### src/rtl/counter_run_scheduler.sv
// Round-robin run scheduler driving a shared 4-bit counter through fixed-length runs.
// Two requesters; a granted run counts up/down/even/odd for len steps at a prescaled rate.
module counter_run_scheduler #(
  parameter int unsigned PRESCALE = 0
) (
  input  logic       clk,
  input  logic       clear,
  input  logic [1:0] req,
  input  logic [1:0] mode0,
  input  logic [1:0] mode1,
  input  logic [3:0] len0,
  input  logic [3:0] len1,
  input  logic       abort,
  output logic [1:0] gnt,
  output logic       busy,
  output logic       done,
  output logic [1:0] cur_mode,
  output logic [3:0] Cout
);

  localparam logic [3:0] PRESC_MAX = 4'(PRESCALE);

  typedef enum logic [1:0] {S_IDLE, S_RUN, S_DONE} state_e;

  state_e     state_q, state_d;
  logic [1:0] gnt_q, gnt_d;
  logic       busy_q, busy_d;
  logic       done_q, done_d;
  logic [1:0] mode_q, mode_d;
  logic [3:0] cout_q, cout_d;
  logic [4:0] rem_q, rem_d;
  logic [3:0] presc_q, presc_d;
  logic       last_q, last_d;

  logic       win;
  logic [1:0] win_mode;
  logic [3:0] win_len;
  logic [3:0] start_val;
  logic [3:0] next_cout;

  // Contention goes to whichever requester was not granted last.
  always_comb begin
    unique case (req)
      2'b01:   win = 1'b0;
      2'b10:   win = 1'b1;
      default: win = ~last_q;
    endcase
    win_mode = win ? mode1 : mode0;
    win_len  = win ? len1  : len0;
  end

  always_comb begin
    unique case (win_mode)
      2'b01:   start_val = 4'hF;
      2'b11:   start_val = 4'h1;
      default: start_val = 4'h0;
    endcase
  end

  // Even and odd both step by two; modulo-16 wrap keeps parity.
  always_comb begin
    unique case (mode_q)
      2'b00:   next_cout = cout_q + 4'd1;
      2'b01:   next_cout = cout_q - 4'd1;
      default: next_cout = cout_q + 4'd2;
    endcase
  end

  always_comb begin
    state_d = state_q;
    gnt_d   = gnt_q;
    busy_d  = busy_q;
    done_d  = 1'b0;
    mode_d  = mode_q;
    cout_d  = cout_q;
    rem_d   = rem_q;
    presc_d = presc_q;
    last_d  = last_q;
    unique case (state_q)
      S_IDLE: begin
        if (req != 2'b00) begin
          state_d = S_RUN;
          gnt_d   = win ? 2'b10 : 2'b01;
          busy_d  = 1'b1;
          mode_d  = win_mode;
          rem_d   = (win_len == 4'd0) ? 5'd16 : {1'b0, win_len};
          cout_d  = start_val;
          presc_d = '0;
          last_d  = win;
        end
      end
      S_RUN: begin
        if (abort) begin
          state_d = S_IDLE;
          gnt_d   = '0;
          busy_d  = 1'b0;
        end else if (presc_q == PRESC_MAX) begin
          presc_d = '0;
          cout_d  = next_cout;
          rem_d   = rem_q - 5'd1;
          if (rem_q == 5'd1) begin
            state_d = S_DONE;
            done_d  = 1'b1;
          end
        end else begin
          presc_d = presc_q + 4'd1;
        end
      end
      S_DONE: begin
        state_d = S_IDLE;
        gnt_d   = '0;
        busy_d  = 1'b0;
      end
      default: state_d = S_IDLE;
    endcase
  end

  always_ff @(posedge clk or negedge clear) begin
    if (!clear) begin
      state_q <= S_IDLE;
      gnt_q   <= '0;
      busy_q  <= 1'b0;
      done_q  <= 1'b0;
      mode_q  <= '0;
      cout_q  <= '0;
      rem_q   <= '0;
      presc_q <= '0;
      last_q  <= 1'b1;
    end else begin
      state_q <= state_d;
      gnt_q   <= gnt_d;
      busy_q  <= busy_d;
      done_q  <= done_d;
      mode_q  <= mode_d;
      cout_q  <= cout_d;
      rem_q   <= rem_d;
      presc_q <= presc_d;
      last_q  <= last_d;
    end
  end

  assign gnt      = gnt_q;
  assign busy     = busy_q;
  assign done     = done_q;
  assign cur_mode = mode_q;
  assign Cout     = cout_q;

endmodule

### config.mk
export PLATFORM = sky130hd
export DESIGN_NAME = counter_run_scheduler
export DESIGN_NICKNAME = d
export VERILOG_FILES = /design/src/rtl/counter_run_scheduler.sv
export SDC_FILE = /design/constraint.sdc
export NUM_CORES = 1
export LEC_CHECK = 0
export CELL_PAD_IN_SITES_DETAIL_PLACEMENT = 0
export CELL_PAD_IN_SITES_GLOBAL_PLACEMENT = 1
export CORE_MARGIN = 5
export CORE_UTILIZATION = 43
export DETAILED_ROUTE_END_ITERATION = 8
export DONT_BUFFER_PORTS = 1
export HOLD_SLACK_MARGIN = 0.06
export PLACE_DENSITY_LB_ADDON = 0.1
export SLEW_MARGIN = 20
export SYNTH_ARGS = -nofsm -noshare
export SYNTH_HDL_FRONTEND = slang
export SYNTH_SLANG_ARGS = --single-unit
### constraint.sdc
create_clock -name clk -period 2 [get_ports clk]
set_input_delay 0.3 -clock clk [delete_from_list [all_inputs] [get_ports clk]]
set_output_delay 0.3 -clock clk [all_outputs]
set_load 0.1 [all_outputs]
## Word level (Yosys, flattened, before mapping)

Index checks and enable logic that the tools add are counted.

- Add/subtract/negate cells: 5
- Eq/ne operators: 14
- Muxes and demuxes: 34
- Bitwise gates (word level): 1
- Reductions and logical operators: 12

Operators by type and width:

| kind | number |
|---|---|
| $pmux 4 s2 | 4 |
| $mux 4 | 7 |
| $mux 5 | 4 |
| $mux 2 | 8 |
| $pmux 5 s2 | 1 |
| $reduce_and 3->1 | 3 |
| $add 4x1->4 const B | 2 |
| $eq 2x1->1 const B | 4 |
| $logic_not 4->1 | 2 |
| $ne 2x2->1 const B | 4 |
| $eq 2x2->1 const B | 3 |
| $mux 1 | 6 |
| $ne 3x3->1 const B | 2 |
| $pmux 2 s3 | 1 |
| $eq 5x1->1 const B | 1 |
| $sub 5x1->5 const B | 1 |
| $add 4x2->4 const B | 1 |
| $logic_not 2->1 | 2 |
| $pmux 2 s2 | 1 |
| $reduce_and 4->1 | 1 |
| $reduce_bool 2->1 | 2 |
| $sub 4x1->4 const B | 1 |
| $pmux 1 s3 | 1 |
| $reduce_bool 3->1 | 1 |
| 3 further kinds | 3 |

- Register bits: 22
- Input bits: 17
- Output and inout bits: 10
- Word-level logic and storage cells: 75

## Depth between registers and ports, before layout

Gate-level depths: netlist (run 1).

- Depth after elaboration: 7
- Gate-level depth with buffers: 8
- Mapped depth without buffers: 7

## Worst setup path after synthesis (run 1)

OpenSTA, ideal clock, no wires.

- Kind: register to register
- Start point: register mode_q[1], in the netlist cur_mode[1]
- End point: register cout_q[2], in the netlist Cout[2]
- Data arrival time: 2.475 ns
- Slack: -0.570 ns
- Cell stages (with the launch flop): 9
- Buffers on the path: 1
- Period minus slack after synthesis: 2.570 ns
- Cell sequence: dfrtp_1 -> clkbuf_1 -> nand2b_1 -> xnor2_1 -> ha_1 -> nor3b_1 -> nor3_1 -> o31a_1 -> a211oi_1

- Cells in the longest elaborated chain, start to end: 5
- Elaborated cells on any way between the ends: 6

Ends and longest elaborated chain:

| element | line | source |
|---|---|---|
| from (decl) | 29 | `logic [1:0] mode_q, mode_d;` |
| from (signal assigned) | 134 | `mode_q <= mode_d;` |
| $eq 2x1->1 / $logic_not 2->1 (equally long branches) | 62 | `unique case (mode_q)` |
| $pmux 4 s2 (*) | 62 |  |
| $mux 4 (*) | 97 | `end else if (presc_q == PRESC_MAX) begin` |
| $mux 4 (*) | 93 | `if (abort) begin` |
| $pmux 4 s2 (*) | 79 | `unique case (state_q)` |
| to (signal assigned) | 135 | `cout_q <= cout_d;` |
| to (decl) | 30 | `logic [3:0] cout_q, cout_d;` |

Every way passes the cells marked *; elsewhere a longest branch is shown, timed or not. The select of a mux whose other input is x is not followed.
A chain may end at the register's enable or synchronous reset.

## Final worst setup path (run 1)

- Start point: register presc_q[1]
- End point: register rem_q[2]

- Cells in the longest elaborated chain, start to end: 3

Ends and longest elaborated chain:

| element | line | source |
|---|---|---|
| from (decl) | 32 | `logic [3:0] presc_q, presc_d;` |
| from (signal assigned) | 137 | `presc_q <= presc_d;` |
| $logic_not 4->1 | 97 |  |
| $ne 2x2->1 (no source line) | -- |  |
| $reduce_and 4->1 (no source line) | -- |  |
| to (signal assigned) | 136 | `rem_q <= rem_d;` |
| to (decl) | 31 | `logic [4:0] rem_q, rem_d;` |

Every way passes these cells.

==> results.ini, run 1 <==
[setup_path]
critPathMaxFanout=6
startpoint_type=flop
crit_path_cell_trace=inv_2 > ha_4 > or3b_4 > a211o_4 > a2111o_1 > o221a_2
cp.arrival_ns=2.23
crit_type=flop to flop
crit_slowest_cell=dfrtp_1
worstPathRequired_ns=2.22
critPathMaxStageDelay_ns=0.41
worst_setup_path_end_kind=flop

[synth]
syn_avg_cell_area_um2=9.11
ys_ff_latch=22
synth_compound_area_frac=0.243
synth_top_area_share=0.345
synthesis.area_um2=1520
ys_seq_area_frac=0.363
yosys_warnings=0
yosysTopAreaCell=dfrtp_1
synthesis.nets=195
synth_cell_types=51
synth.area.mux_share=0.0132
synth-simple-area-share=0.233
syn_inst=167
synth_edf_count=0
synth_xor_area_frac=0.0115
synth_top_family_by_area=compound AO/OA/AOI/OAI gates
synth_ff_type=dfrtp_1
async_flop_share=1.00
synth_area_leaders=dfrtp_1 (35%), ha_1 (9.0%), nand2_1 (3.7%), o21ai_0 (3.6%), nand2b_1 (3.3%)
synth_adder_area_share=0.0905

[global_route]
grt_max_degree=23
track_usage=0.164
grt_pass1_wl_mm=6.55
antenna_found_initial=0
overflow=0
grt_pass1_vias=1366

[floorplan]
num_io_pins=27
rows=21
start_util=0.449
core_um2=3390
die-height_um=69.5
dieArea_um2=4830
die_width_um=69.5

[placement]
portBuffers=0
dp.cells=235
place.gp.congestion=0.816
place_ws_ns=-0.0521
dp_hpwl_mm=3.05

[outcome]
violations=setup timing
outcome=finished, violations left

[finish]
final_cells=242
multiInputGateArea_um2=991
layout.area.seq_um2=558
area_delta_synth_final_pct=27.5
final_layout_size_suffix_gt1_frac=0.301
n_antenna_cell=0
nNetsFinal=225
fill_cells=303
final_util=0.573

[timing]
rsz0062_at_grt=yes
max_freq_ghz=0.498
worst_slack_ns=-0.00869
setup-violations-final=2
finalHoldViolCount=0
worst_pin_slew_ns=0.515
slew_headroom=0.657
skew_ns=0.00672
report.final.slew_viol_count=0
finalCritPeriodShare=1.00
min_period_ns=2.01

[routing]
ant_nets=0
vias=1373
drcViolationCount=0
dr.pass1.iters=4
avgRoutedWirePerCell_um=16.4
drt_iter0_drc=56
routed_wl_mm=3.96
viasPerCell=5.67

[min_path]
hold_class=input port to flop

[clock_tree]
cts-root-buf=clkbuf_4
cts_buffer_depth=2
clkSinkCount=22
cts_max_level=1
tritoncts=built
worst_skew_pair.late_latency_ns=0.32
clk_pin_slew_worst_paths_ns=0.14
numCtsBuffers=3

[power_and_ir_drop]
p_comb_frac=0.699
internal-power_uw=1660
power.switching_uw=1920
sw_frac_of_total=0.536
leakage_uw=0.000846
p_seq_frac=0.228
clkPwrFrac=0.073
vdd_ir_drop_max_uv=628
powerDensity_nw_per_um2=1850

[job]
drv_cap=0

## state kept, by name (all words and copies together), names as in the netlist
name / flops
busy: 1
done: 1
Cout: 4
rem_q: 5
presc_q: 4
state_q: 2
gnt: 2
cur_mode: 2
last_q: 1
## power by group through the flow
stage | Clock, uW | Sequential (uW) | Combinational (uW)
after floorplan | 0 | 1440 | 1140
after global placement | 0 | 818 | 2300
after detailed placement | 0 | 829 | 2340
after CTS | 268 | 818 | 2410
after global routing | 276 | 844 | 2700
final | 260 | 820 | 2510
## timing repair
item                                    CTS  global route
cloned                                    0             0
endpoints found under the setup margin    7             7
buffers inserted                          1             0
pin swaps                                 3             4
hold buffers                              1             1
hold endpoints to repair                 22            21
resized for setup                         9            11
## synthesized netlist by cell type, drive strengths merged, types with 5 or more instances
cell type / number
a211oi: 7
a21oi: 5
and3: 5
dfrtp: 21
ha: 11
inv: 12
nand2: 15
nand2b: 8
nor2: 12
nor3: 6
o21ai: 11
o31ai: 5
## metrics by stage
stage          total power (uW)  instance area (um^2)  hold slack [ns]  setup TNS [ns]
2_1_floorplan              2580                  1570          0.00441         -0.0952
3_3_place_gp               3120                  1800          0.00500               0
3_5_place_dp               3170                  1800          0.00515          -0.190
4_1_cts                    3500                  1890            0.181               0
5_1_grt                    3820                  1940            0.193          -0.269
6_report                   3590                  1940            0.184         -0.0159
## routing by layer
metal / vias up / wire [um] / global-route usage
met5: - / 0 / 0
met1: 655 / 1850 / 0.231
li1: 674 / - / -
met2: 42 / 1850 / 0.258
met3: 2 / 249 / 0.0333
met4: 0 / 13 / 0.0369
## cells in the final DEF, fill, tap and decap left out, drive strengths merged, types with 2 or more instances in the layout
cell,n
clkbuf,4
dfrtp,21
o31ai,5
and2,2
nor3b,2
and3,5
a31oi,2
buf,29
o211ai,2
a22oi,2
inv,12
nand2b,8
nor2b,2
a2111oi,3
a21oi,5
a211oi,7
ha,11
nor2,12
nor3,6
o21ai,11
mux2i,2
nand3,3
o21a,2
nand2,15
## area by class of cell
type,count,area share
Multi-Input combinational cell,128,0.511
Sequential cell,22,0.288
Timing Repair Buffer,30,0.130
Tap cell,46,0.0297
Inverter,12,0.0232
Clock buffer,4,0.0187
## kinds of logic after synthesis
| family | count (synthesis) |
|---|---|
| compound gates | 48 |
| xor+xnor | 2 |
| fa+ha+maj | 11 |
| buf+inv | 17 |
| flops | 22 |
| mux | 2 |
| simple gates | 65 |
## path summary, 6_finish.rpt
kind / from / endpoint / slack [ns] / cells past startpoint
min reg2reg: last_q / last_q / 0.50 / 2
max: presc_q[1] / rem_q[2] / -0.009 / 6
max reg2reg: presc_q[1] / rem_q[2] / -0.009 / 6
min in group asynchronous: clear / state_q[1] / 0.46 / 2
min: mode1[1] / cur_mode[1] / 0.18 / 2
max in group asynchronous: clear / cur_mode[1] / 1.14 / 2
## worst max-delay path: cells and delay by family, from the launching register on
kind	cells	cell delay [ns]
DFF	1	0.41
adders and majority gates	1	0.12
and+or+nand+nor	1	0.38
buffers and inverters	1	0.08
AOI/OAI and AO/OA	3	0.92
(Power assumes the default switching activity.)
==> run 2, diff against run 1 <==
--- a/config.mk
+++ b/config.mk
@@ -8,7 +8,7 @@
 export CELL_PAD_IN_SITES_DETAIL_PLACEMENT = 0
 export CELL_PAD_IN_SITES_GLOBAL_PLACEMENT = 1
 export CORE_MARGIN = 5
-export CORE_UTILIZATION = 43
+export CORE_UTILIZATION = 47
 export DETAILED_ROUTE_END_ITERATION = 8
 export DONT_BUFFER_PORTS = 1
 export HOLD_SLACK_MARGIN = 0.06
==> constraint.sdc (replaced) <==
create_clock -name clk -period 2.2 [get_ports clk]
set_input_delay 0.33 -clock clk [delete_from_list [all_inputs] [get_ports clk]]
set_output_delay 0.33 -clock clk [all_outputs]
set_load 0.1 [all_outputs]
==> results.ini, run 2 (synthesis gave the netlist of run 1 again) <==
[finish]
final_layout_size_suffix_gt1_frac=0.207
largest_reg_flops=5
final_area_um2=1780
area_delta_synth_final_pct=17.0
regMostFlops=rem_q
fill_cells=294
n_antenna_cell=0
final_common_cell=buf_4
nNetsFinal=217
final_cell_mix=buf_4 (20), dfrtp_1 (18), nand2_1 (15), inv_1 (12), nor2_1 (12)
final_cells=232

[routing]
avgRoutedWirePerCell_um=14.8
routed_wl_mm=3.43
viasPerCell=5.67
vias=1316
drt_iter0_drc=76
drcViolationCount=0
ant_nets=0
dr.pass1.iters=4

[clock_tree]
tritoncts=built
cts-root-buf=clkbuf_4
cts_buffer_depth=2
worst_skew_pair.late_latency_ns=0.31
clk_pin_slew_worst_paths_ns=0.12
clkSinkCount=22
numCtsBuffers=3
cts_max_level=1

[setup_path]
worst_setup_path_end_kind=flop
startpoint_type=flop
r2r_setup_slack_ns=0.09
crit_type=flop to flop
cp.arrival_ns=2.32
worstPathRequired_ns=2.41
critPathMaxFanout=9

[timing]
slew_headroom=0.671
finalHoldViolCount=0
finalCritPeriodShare=0.959
setup-violations-final=0
worst_pin_slew_ns=0.494
min_period_ns=2.11
skew_ns=0.00111
report.final.slew_viol_count=0
max_freq_ghz=0.474

[power_and_ir_drop]
leakage_uw=0.000777
powerDensity_nw_per_um2=1670
vdd_ir_drop_max_uv=612
power.total_uw=2970

[floorplan]
core_um2=3080
die_width_um=66.9
start_util=0.494
num_io_pins=27
dieArea_um2=4470
die-height_um=66.9
rows=20

[global_route]
grt_max_degree=23
antenna_found_initial=0
grt_pass1_vias=1280
grt_pass1_wl_mm=5.82
track_usage=0.170
overflow=0

[placement]
place.gp.congestion=0.794
portBuffers=0
dp.cells=226
postPlaceCellArea_um2=1710
dp_hpwl_mm=2.71

[outcome]
outcome=finished, final reports clean

[job]
drv_cap=0

[min_path]
hold_class=input port to flop

run 2: cell count changes in the layout (fill, tap and decap cells not counted), moves of 2 or more:
| cell | delta |
|---|---|
| buf_6 | -4 |
| buf_4 | -3 |
| ha_1 | +2 |
| inv_1 | +2 |
| inv_2 | -2 |
| o21ai_0 | +2 |
| o21ai_1 | -2 |
run 2: worst paths after layout:
| path | startpoint | endpoint | cells after the start |
|---|---|---|---|
| setup / recovery | presc_q[1] | rem_q[2] | 6 |
| hold / removal | mode0[0] | cur_mode[0] | 2 |
| setup reg to reg | presc_q[1] | rem_q[2] | 6 |
| hold reg to reg | last_q | last_q | 2 |
| max in group asynchronous | clear | cur_mode[1] | 2 |
| min in group asynchronous | clear | gnt[0] | 2 |
run 2: area by class of cell:
| class | count | area [um^2] | share of cell area |
|---|---|---|---|
| clock buffer | 4 | 36.3 | 0.0204 |
| inverter | 12 | 45.0 | 0.0253 |
| multi-input combinational | 128 | 921 | 0.517 |
| sequential | 22 | 558 | 0.313 |
| tap | 44 | 55.1 | 0.0309 |
| timing repair buffer | 22 | 165 | 0.0928 |
run 2: metrics by stage:
stage                      util  TNS [ns]  setup WS, ns  hold slack [ns]
final                     0.578         0        0.0897            0.207
after global routing      0.578  -0.00178      -0.00178            0.228
after CTS                 0.570         0        0.0360            0.201
after detailed placement  0.554         0        0.0687           0.0351
after global placement    0.554         0        0.0897           0.0351
after floorplan               -         0       0.00449           0.0344
run 2: repair_timing:
item                                    in CTS  in global routing
gates resized for setup                      0                  5
hold buffers                                 1                  1
endpoints found under the hold margin       22                 21
endpoints found under the setup margin       0                  7
buffers inserted                             0                  0
run 2: power breakdown:
| part | leakage, uW | internal, uW | switching, uW |
|---|---|---|---|
| clock network | 0.0000210 | 101 | 128 |
| logic | 0.000485 | 679 | 1340 |
| registers | 0.000271 | 575 | 147 |
run 2: worst max-delay path: stages, from the launching register on:
cell and delay (ns):
dfrtp_1 0.40, inv_1 0.08, ha_1 0.16, or3b_4 0.41
a211o_4 0.39, a2111o_1 0.43, o221a_2 0.14
run 2: per-layer routing:
layer  wire (um)  GRT usage
met2        1510      0.259
met3         208     0.0371
met1        1660      0.234
met5           0          0
met4          57     0.0633
